==> config.mk <==
export PLATFORM = sky130hd
export DESIGN_NAME = display_mux_n_digit
export DESIGN_NICKNAME = d
export VERILOG_FILES = /design/src/rtl/display_mux_n_digit.sv
export SDC_FILE = /design/constraint.sdc
export NUM_CORES = 1
export LEC_CHECK = 0
export BUFFER_PORTS_ARGS = -buffer_cell sky130_fd_sc_hd__buf_2
export CAP_MARGIN = 20
export CORE_ASPECT_RATIO = 1.25
export CORE_UTILIZATION = 40
export DETAILED_ROUTE_END_ITERATION = 7
export GPL_ROUTABILITY_DRIVEN = 0
export PLACE_DENSITY_LB_ADDON = 0.05
export SLEW_MARGIN = 5
export SYNTH_ARGS = -nofsm -noshare
export SYNTH_HDL_FRONTEND = slang
export SYNTH_SLANG_ARGS = --single-unit
==> constraint.sdc <==
create_clock -name clk -period 2.15 [get_ports clk]
set_clock_uncertainty 0.1 [all_clocks]
set_input_delay 0 -clock clk [delete_from_list [all_inputs] [get_ports clk]]
set_output_delay 0 -clock clk [all_outputs]
set_load 0.02 [all_outputs]
==> src/rtl/display_mux_n_digit.sv <==
// -----------------------------------------------------------------------------
// display_mux_n_digit
//
// Time-multiplexes N_DIGITS hex digits onto one shared active-low 7-segment
// bus with 1-cold anodes. Each digit owns a slot of 2^DIV_BITS clk cycles.
// A shadow copy of bcd/dp is taken on load so a new value appears on the
// display atomically. Leading-zero blanking, per-digit decimal points, PWM
// brightness inside each slot and a global enable are supported. an and seg
// are produced by the same register stage, so they never glitch against each
// other.
//
// Ports:
//   clk        in   rising-edge clock
//   reset      in   synchronous active-high reset; wins over every other input
//   bcd        in   4*N_DIGITS digit values, digit i = bcd[4i+3:4i], digit 0
//                   is the rightmost
//   dp         in   N_DIGITS decimal-point requests, 1 = lit
//   load       in   strobe; copies bcd/dp into the shadow registers
//   blank_lz   in   1 = blank leading zeros (digit 0 is never blanked)
//   brightness in   BRIGHT_BITS duty control, all-ones = 100 %
//   disp_en    in   0 = all anodes off (scan keeps running)
//   seg        out  {a,b,c,d,e,f,g,dp}, active low, registered
//   an         out  N_DIGITS 1-cold anode select, registered
// -----------------------------------------------------------------------------
module display_mux_n_digit #(
  parameter int N_DIGITS    = 4,
  parameter int DIV_BITS    = 14,
  parameter int BRIGHT_BITS = 3
) (
  input  logic                     clk,
  input  logic                     reset,
  input  logic [4*N_DIGITS-1:0]    bcd,
  input  logic [N_DIGITS-1:0]      dp,
  input  logic                     load,
  input  logic                     blank_lz,
  input  logic [BRIGHT_BITS-1:0]   brightness,
  input  logic                     disp_en,
  output logic [7:0]               seg,
  output logic [N_DIGITS-1:0]      an
);

  localparam int IDX_W = (N_DIGITS > 1) ? $clog2(N_DIGITS) : 1;

  logic [DIV_BITS-1:0]    r_presc;
  logic [IDX_W-1:0]       r_idx;
  logic [4*N_DIGITS-1:0]  r_sh_bcd;
  logic [N_DIGITS-1:0]    r_sh_dp;
  logic [7:0]             r_seg;
  logic [N_DIGITS-1:0]    r_an;

  logic [BRIGHT_BITS-1:0] w_phase;
  logic                   w_active;
  logic                   w_zero_run;
  logic [N_DIGITS-1:0]    w_blank;
  logic [N_DIGITS-1:0]    w_an_sel;
  logic [3:0]             w_digit;
  logic                   w_dp;
  logic                   w_blank_cur;
  logic [7:0]             w_base;
  logic [7:0]             w_seg;

  // Segment pattern with the decimal point off; bit 0 is always 1 here.
  function automatic logic [7:0] seg_base(input logic [3:0] v);
    logic [7:0] s;
    case (v)
      4'h0: s = 8'h03;
      4'h1: s = 8'h9F;
      4'h2: s = 8'h25;
      4'h3: s = 8'h0D;
      4'h4: s = 8'h99;
      4'h5: s = 8'h49;
      4'h6: s = 8'h41;
      4'h7: s = 8'h1F;
      4'h8: s = 8'h01;
      4'h9: s = 8'h09;
      4'hA: s = 8'h11;
      4'hB: s = 8'hC1;
      4'hC: s = 8'hE5;
      4'hD: s = 8'h85;
      4'hE: s = 8'h61;
      default: s = 8'h71;
    endcase
    return s;
  endfunction

  // PWM: the top bits of the prescaler give the phase within the slot.
  // brightness = 0 still leaves phase 0 lit, so the display never goes dark.
  assign w_phase  = r_presc[DIV_BITS-1 -: BRIGHT_BITS];
  assign w_active = (w_phase <= brightness);

  // Leading-zero detection runs from the most significant digit downwards:
  // a digit is blanked while every digit at or above it is zero.
  always_comb begin
    w_zero_run = 1'b1;
    w_blank    = '0;
    for (int i = N_DIGITS - 1; i >= 0; i--) begin
      w_zero_run = w_zero_run && (r_sh_bcd[4*i +: 4] == 4'h0);
      w_blank[i] = blank_lz && w_zero_run && (i != 0);
    end
  end

  // Select the digit owned by the current slot.
  always_comb begin
    w_an_sel    = '0;
    w_digit     = 4'h0;
    w_dp        = 1'b0;
    w_blank_cur = 1'b0;
    for (int i = 0; i < N_DIGITS; i++) begin
      if (r_idx == IDX_W'(i)) begin
        w_an_sel[i] = 1'b1;
        w_digit     = r_sh_bcd[4*i +: 4];
        w_dp        = r_sh_dp[i];
        w_blank_cur = w_blank[i];
      end
    end
  end

  // A blanked digit keeps its decimal point; the anode stays driven even if
  // everything ends up dark.
  assign w_base = seg_base(w_digit);
  assign w_seg  = {(w_blank_cur ? 7'h7F : w_base[7:1]), ~w_dp};

  // Prescaler and digit index.
  always_ff @(posedge clk) begin
    if (reset) begin
      r_presc <= '0;
      r_idx   <= '0;
    end else begin
      r_presc <= r_presc + 1'b1;
      if (&r_presc) begin
        if (r_idx == IDX_W'(N_DIGITS - 1)) begin
          r_idx <= '0;
        end else begin
          r_idx <= r_idx + 1'b1;
        end
      end
    end
  end

  // Shadow registers; the display reads only these.
  always_ff @(posedge clk) begin
    if (reset) begin
      r_sh_bcd <= '0;
      r_sh_dp  <= '0;
    end else if (load) begin
      r_sh_bcd <= bcd;
      r_sh_dp  <= dp;
    end
  end

  // an and seg share one register stage so they change on the same edge.
  always_ff @(posedge clk) begin
    if (reset) begin
      r_an  <= '1;
      r_seg <= 8'hFF;
    end else if (!disp_en || !w_active) begin
      r_an  <= '1;
      r_seg <= 8'hFF;
    end else begin
      r_an  <= ~w_an_sel;
      r_seg <= w_seg;
    end
  end

  assign seg = r_seg;
  assign an  = r_an;

endmodule

=== Word level (Yosys, flattened, before mapping) ===
Memories as Yosys holds them, arrays and structs flattened. A register that Yosys moved wholly into a read port is not among the register bits.
Index checks and enable logic that the tools add are counted.

* Bits in registers: 41
* ROM bits: 112
* Input port bits: 28
* Output and inout bits: 12
* Word-level logic and storage cells: 46
* Memories kept: 1

{| class="wikitable"
|+ Memories
! name !! depth !! width !! rd ports !! clocked after memory_dff !! write ports !! RTL line !! source
|-
| (no name shown) || 16 || 7 || 1 || 1 || 0 || 65 || <nowiki>case (v)</nowiki>
|}

* Add/sub/neg operators: 2
* Order comparisons: 1
* Equality and inequality tests: 3
* Muxes and demuxes: 16
* Bitwise gates (word level): 2
* Reduce and logical (&&, ||, !) cells: 15

{| class="wikitable"
|+ Operator list
! cell !! count
|-
| 4-bit two-way mux || 4
|-
| 14-bit by 1-bit adder with 14-bit output (second input constant) || 1
|-
| 14-bit AND reduction || 1
|-
| 4-bit logical NOT || 3
|-
| 1-bit two-way mux || 11
|-
| 1-bit logical AND || 5
|-
| 2-bit == test (second input constant) || 2
|-
| 4-bit NOT || 1
|-
| 3-bit less-or-equal comparator || 1
|-
| 3-bit OR reduction || 1
|-
| 2-bit by 1-bit adder with 2-bit output (second input constant) || 1
|-
| 2-bit by 1-bit == test with 1-bit output (second input constant) || 1
|-
| 1-bit logical NOT || 2
|-
| 2-bit logical NOT || 1
|-
| 2-bit two-way mux || 1
|-
| 2-bit OR reduction || 1
|-
| 1-bit logical OR || 1
|-
| 1-bit NOT || 1
|}

=== Depth between registers and ports, before layout ===
* Depth after elaboration: 8
* Gate-level depth with buffers: 10
* Mapped depth without buffers: 9

=== Least setup slack after synthesis ===
Ideal clock, no wire load.

* Path kind: reg2reg
* Start point: reg r_idx[0]
* End point: reg r_seg[7], in the netlist seg[7]
* Library setup time: 0.134 ns
* Data arrival time: 2.133 ns
* Data required time: 1.916 ns
* Path slack: -0.217 ns
* Stages on the path, launching flop included: 10
* Path buffers: 1
* Clock period less this slack: 2.367 ns
* Cells stage by stage: dfxtp_1 -> inv_1 -> ha_1 -> buf_2 -> a211oi_1 -> a211o_1 -> inv_1 -> ha_1 -> mux4_2 -> nand2b_1

* Longest elaborated chain between the ends: 5
* Elaborated cells between the ends (all ways): 12
* Those cells by class: eq/ne: 3; mux: 7; reduce/logical: 2

{| class="wikitable"
|+ RTL lines
! what !! RTL line !! source
|-
| from (decl) || 45 || <nowiki>logic [IDX_W-1:0] r_idx;</nowiki>
|-
| from (signal assigned) || 134 || <nowiki>r_idx <= r_idx + 1'b1;</nowiki>
|-
| 2-bit by 1-bit == test with 1-bit output / 2-bit logical NOT (equally long branches) || 109 || <nowiki>if (r_idx == IDX_W'(i)) begin</nowiki>
|-
| 1-bit two-way mux / 4-bit two-way mux (equally long branches) (3 in a row) || 109 ||
|-
| 3-bit OR reduction (no line) / 4-bit two-way mux (equally long branches) || n/a ||
|-
| to (decl) || 48 || <nowiki>logic [7:0] r_seg;</nowiki>
|}

Parallel ways exist; a longest one is shown, timed or not.
A chain may end at the register's enable or synchronous reset.

=== Final worst setup path ===
* Start point: reg r_idx[1]
* End point: reg r_seg[7], in the netlist seg[7]

The elaborated chain is that of the path after synthesis.

==> impl_metrics.csv <==
group,metric,value,unit
timing,maxSlewViolCount,0,
global_route,grt_pass1_vias,1733,
timing,max_slew.worst_pin.slew,0.7143,ns
synthesis,synth-seq-area-share,42.57,%
final_layout,areaGrowthSynthToFinish,35.70,%
floorplanning,die_x,69.19,um
timing,slew_headroom,52.38,%
setup_path,worstSetupStartpointType,"flip-flop",
setup_path,slowest_stage,"mux4_2",
synthesis,avgSynthCellArea,9.366,um^2
routing,viasPerCell,4.807,
final_layout,drive_gt1_share,28.25,%
cts,cts.path.max_buffers,2,
setup_path,end_kind,"flip-flop",
cts,clkSlewWorstSetupHoldPaths,0.09,ns
routing,num_vias,1822,
global_route,grt_max_degree,40,
flow_run,maxCapViolCount,0,
timing,rsz0062_at_grt,"true",
timing,finalCriticalPeriod,2.169,ns
placed_design,dp_cells,350,
worst_hold_path,hold_path_depth,4,
final_layout,antennaDiodeCount,0,
final_layout,multi_input_area,1300,um^2
placed_design,placed_area,2658,um^2
worst_hold_path,hold_path_class,"input pin to flip-flop",
timing,setup_viol,1,
final_layout,regArea,968.4,um^2
routing,ant_nets,0,
synthesis,syn_inst,241,
routing,totalWireLength,4743,um
cts,cts_root_buf,"clkbuf_8",
floorplanning,core_area,5443,um^2
final_layout,fin_area,3063,um^2
global_route,grt_usage,16.88,%
synthesis,synth_edf_count,0,
cts,clock_sink_count,48,
power_and_ir_drop,p_total,1.882,mW
global_route,antenna_found_initial,0,
synthesis,ys_seq_elements,48,
final_layout,stdcell_count,379,
global_route,grt_pass1_wl,8073,um
cts,htreeDepth,2,
setup_path,cp_max_fo,8,
synthesis,netlist_area,2257,um^2
floorplanning,io_pins,40,
timing,hold_viol,0,
timing,finalCritPeriodShare,100.9,%
cts,worstSkewPairLatency,0.30,ns
synthesis,synth_warnings,0,
synthesis,synthArstFlopShare,0,%
setup_path,path_cells,"inv_4 -> ha_4 -> nand3b_1 -> a211o_4 -> ha_2 -> mux4_2 -> nand2b_1",
setup_path,cpPeakStageDelay,0.45,ns
timing,fin_ws,-0.01921,ns
setup_path,crit_arrival,2.27,ns
routing,drc,0,
synthesis,synth_nets,283,
power_and_ir_drop,power_density,614.5,nW/um^2
timing,fmax,461.0,MHz
final_layout,fill_cells,498,
floorplanning,rows,30,
placed_design,io_buffers,39,
synthesis,ys_types,40,
power_and_ir_drop,power.leakage,1.282,nW
status,outcome,"finished with violations",
power_and_ir_drop,peakVddDrop,0.3844,mV
routing,first_pass_iters,4,
setup_path,required,2.25,ns
final_layout,fin_nets,356,
cts,cts_made_buffers,5,
routing,wire_per_inst,12.51,um
status,violations,"setup timing",
floorplanning,dieArea,5949,um^2
floorplanning,start_util,41.47,%
placed_design,dp_hpwl,3461,um
setup_path,r2r_cells,7,
global_route,grt_overflow,0,
setup_path,criticalPathCategory,"flip-flop to flip-flop",
floorplanning,die_y,85.99,um
synthesis,synth_ff_type,"dfxtp_1",
cts,cts_tree,"done",
routing,drt_iter0_drc,68,
## routing by layer
metal  GRT usage, %  vias up  wire (um)
met5              0        -          0
met4          5.566        0         64
met3          3.760        5        167
met2          30.63       29       2417
met1          19.52      814       2094
li1               -      974          -
## state kept, by name, indices dropped and copies added, names as in the netlist
signal / cells
r_idx: 2
r_presc: 14
r_sh_dp: 4
an: 4
seg: 8
r_sh_bcd: 16
## cell type report
| cell class | instances | share of cell area (%) |
|---|---|---|
| Clock buffer | 7 | 3.145 |
| Multi-Input combinational cell | 170 | 42.44 |
| Timing Repair Buffer | 78 | 17.69 |
| Inverter | 11 | 1.511 |
| Clock inverter | 1 | 0.9804 |
| Sequential cell | 48 | 31.62 |
| Tap cell | 64 | 2.614 |
## timing repair
action                                 in CTS  in global routing
setup endpoints to repair                   2                  4
hold buffers                               20                  0
setup buffers                               1                  0
gates resized for setup                     8                  5
pin swaps                                   4                  0
endpoints found under the hold margin      20                  0
## cells in the mapped netlist (4+ instances only)
master | n | area, um^2
nand3_1 | 5 | 25.02
nor2b_1 | 5 | 31.28
buf_2 | 4 | 20.02
mux2i_1 | 23 | 230.2
buf_1 | 4 | 15.01
inv_1 | 10 | 37.54
nor2_1 | 34 | 127.6
xor2_1 | 7 | 61.31
o211ai_1 | 5 | 37.54
nand2_1 | 16 | 60.06
a21oi_1 | 7 | 35.03
nand2b_1 | 4 | 25.02
and3_1 | 5 | 31.28
a211oi_1 | 4 | 30.03
dfxtp_1 | 48 | 960.9
ha_1 | 14 | 175.2
o21ai_0 | 7 | 35.03
nor3b_1 | 4 | 30.03
## cell usage in the layout (no fill, tap or decap), drive strengths merged, types with 5 or more instances in the layout
cell         count
buf             58
dfxtp           48
nor2            34
mux2i           23
dlygate4sd3     20
nand2           16
ha              14
inv             11
o21ai            8
a21oi            7
xor2             7
clkbuf           7
nor2b            5
o211ai           5
nand3            5
and3             5
a211oi           5
## power breakdown
group | switching [mW] | total (mW) | internal (mW)
clock | 0.288 | 0.698 | 0.410
sequential | 0.0255 | 0.949 | 0.923
combinational | 0.109 | 0.236 | 0.127
## per-stage QoR
step           utilization, %  hold slack (ns)  setup TNS (ns)  setup WS [ns]
6_report                56.28          0.08819        -0.01921       -0.01921
5_1_grt                 56.28           0.1039         -0.1824       -0.09554
4_1_cts                 55.75          0.06798       -0.008010      -0.008010
3_5_place_dp            48.83           0.1420        -0.03599       -0.03599
3_3_place_gp            48.83           0.1330               0        0.01177
2_1_floorplan               -          0.03100         -0.1108        -0.1108
## worst max-delay path, delay by kind of cell (launching register included)
family                   cells  cell delay (ns)
multiplexers                 1             0.45
flip-flops                   1             0.40
AO/OA/AOI/OAI                1             0.37
adder cells (fa/ha/maj)      2             0.36
AND/OR/NAND/NOR              2             0.33
buffers and inverters        1             0.06
## logic make-up after synthesis
kind of cell    share of synthesized area, %
compound gates                         9.313
mux                                    11.20
simple gates                           21.29
xor+xnor                               3.492
buf+inv                                4.379
flops                                  42.57
fa+ha+maj                              7.761
## worst paths after layout
path,start,endpoint,slack [ns]
setup / recovery,r_idx[1]$_SDFFE_PP0P_,seg[7]$_SDFF_PP1_,-0.02
hold / removal,disp_en,an[0]$_SDFF_PP1_,0.09
setup reg to reg,r_idx[1]$_SDFFE_PP0P_,seg[7]$_SDFF_PP1_,-0.02
hold reg to reg,r_presc[0]$_SDFF_PP0_,r_presc[0]$_SDFF_PP0_,0.34
(Power assumes the default switching activity.)
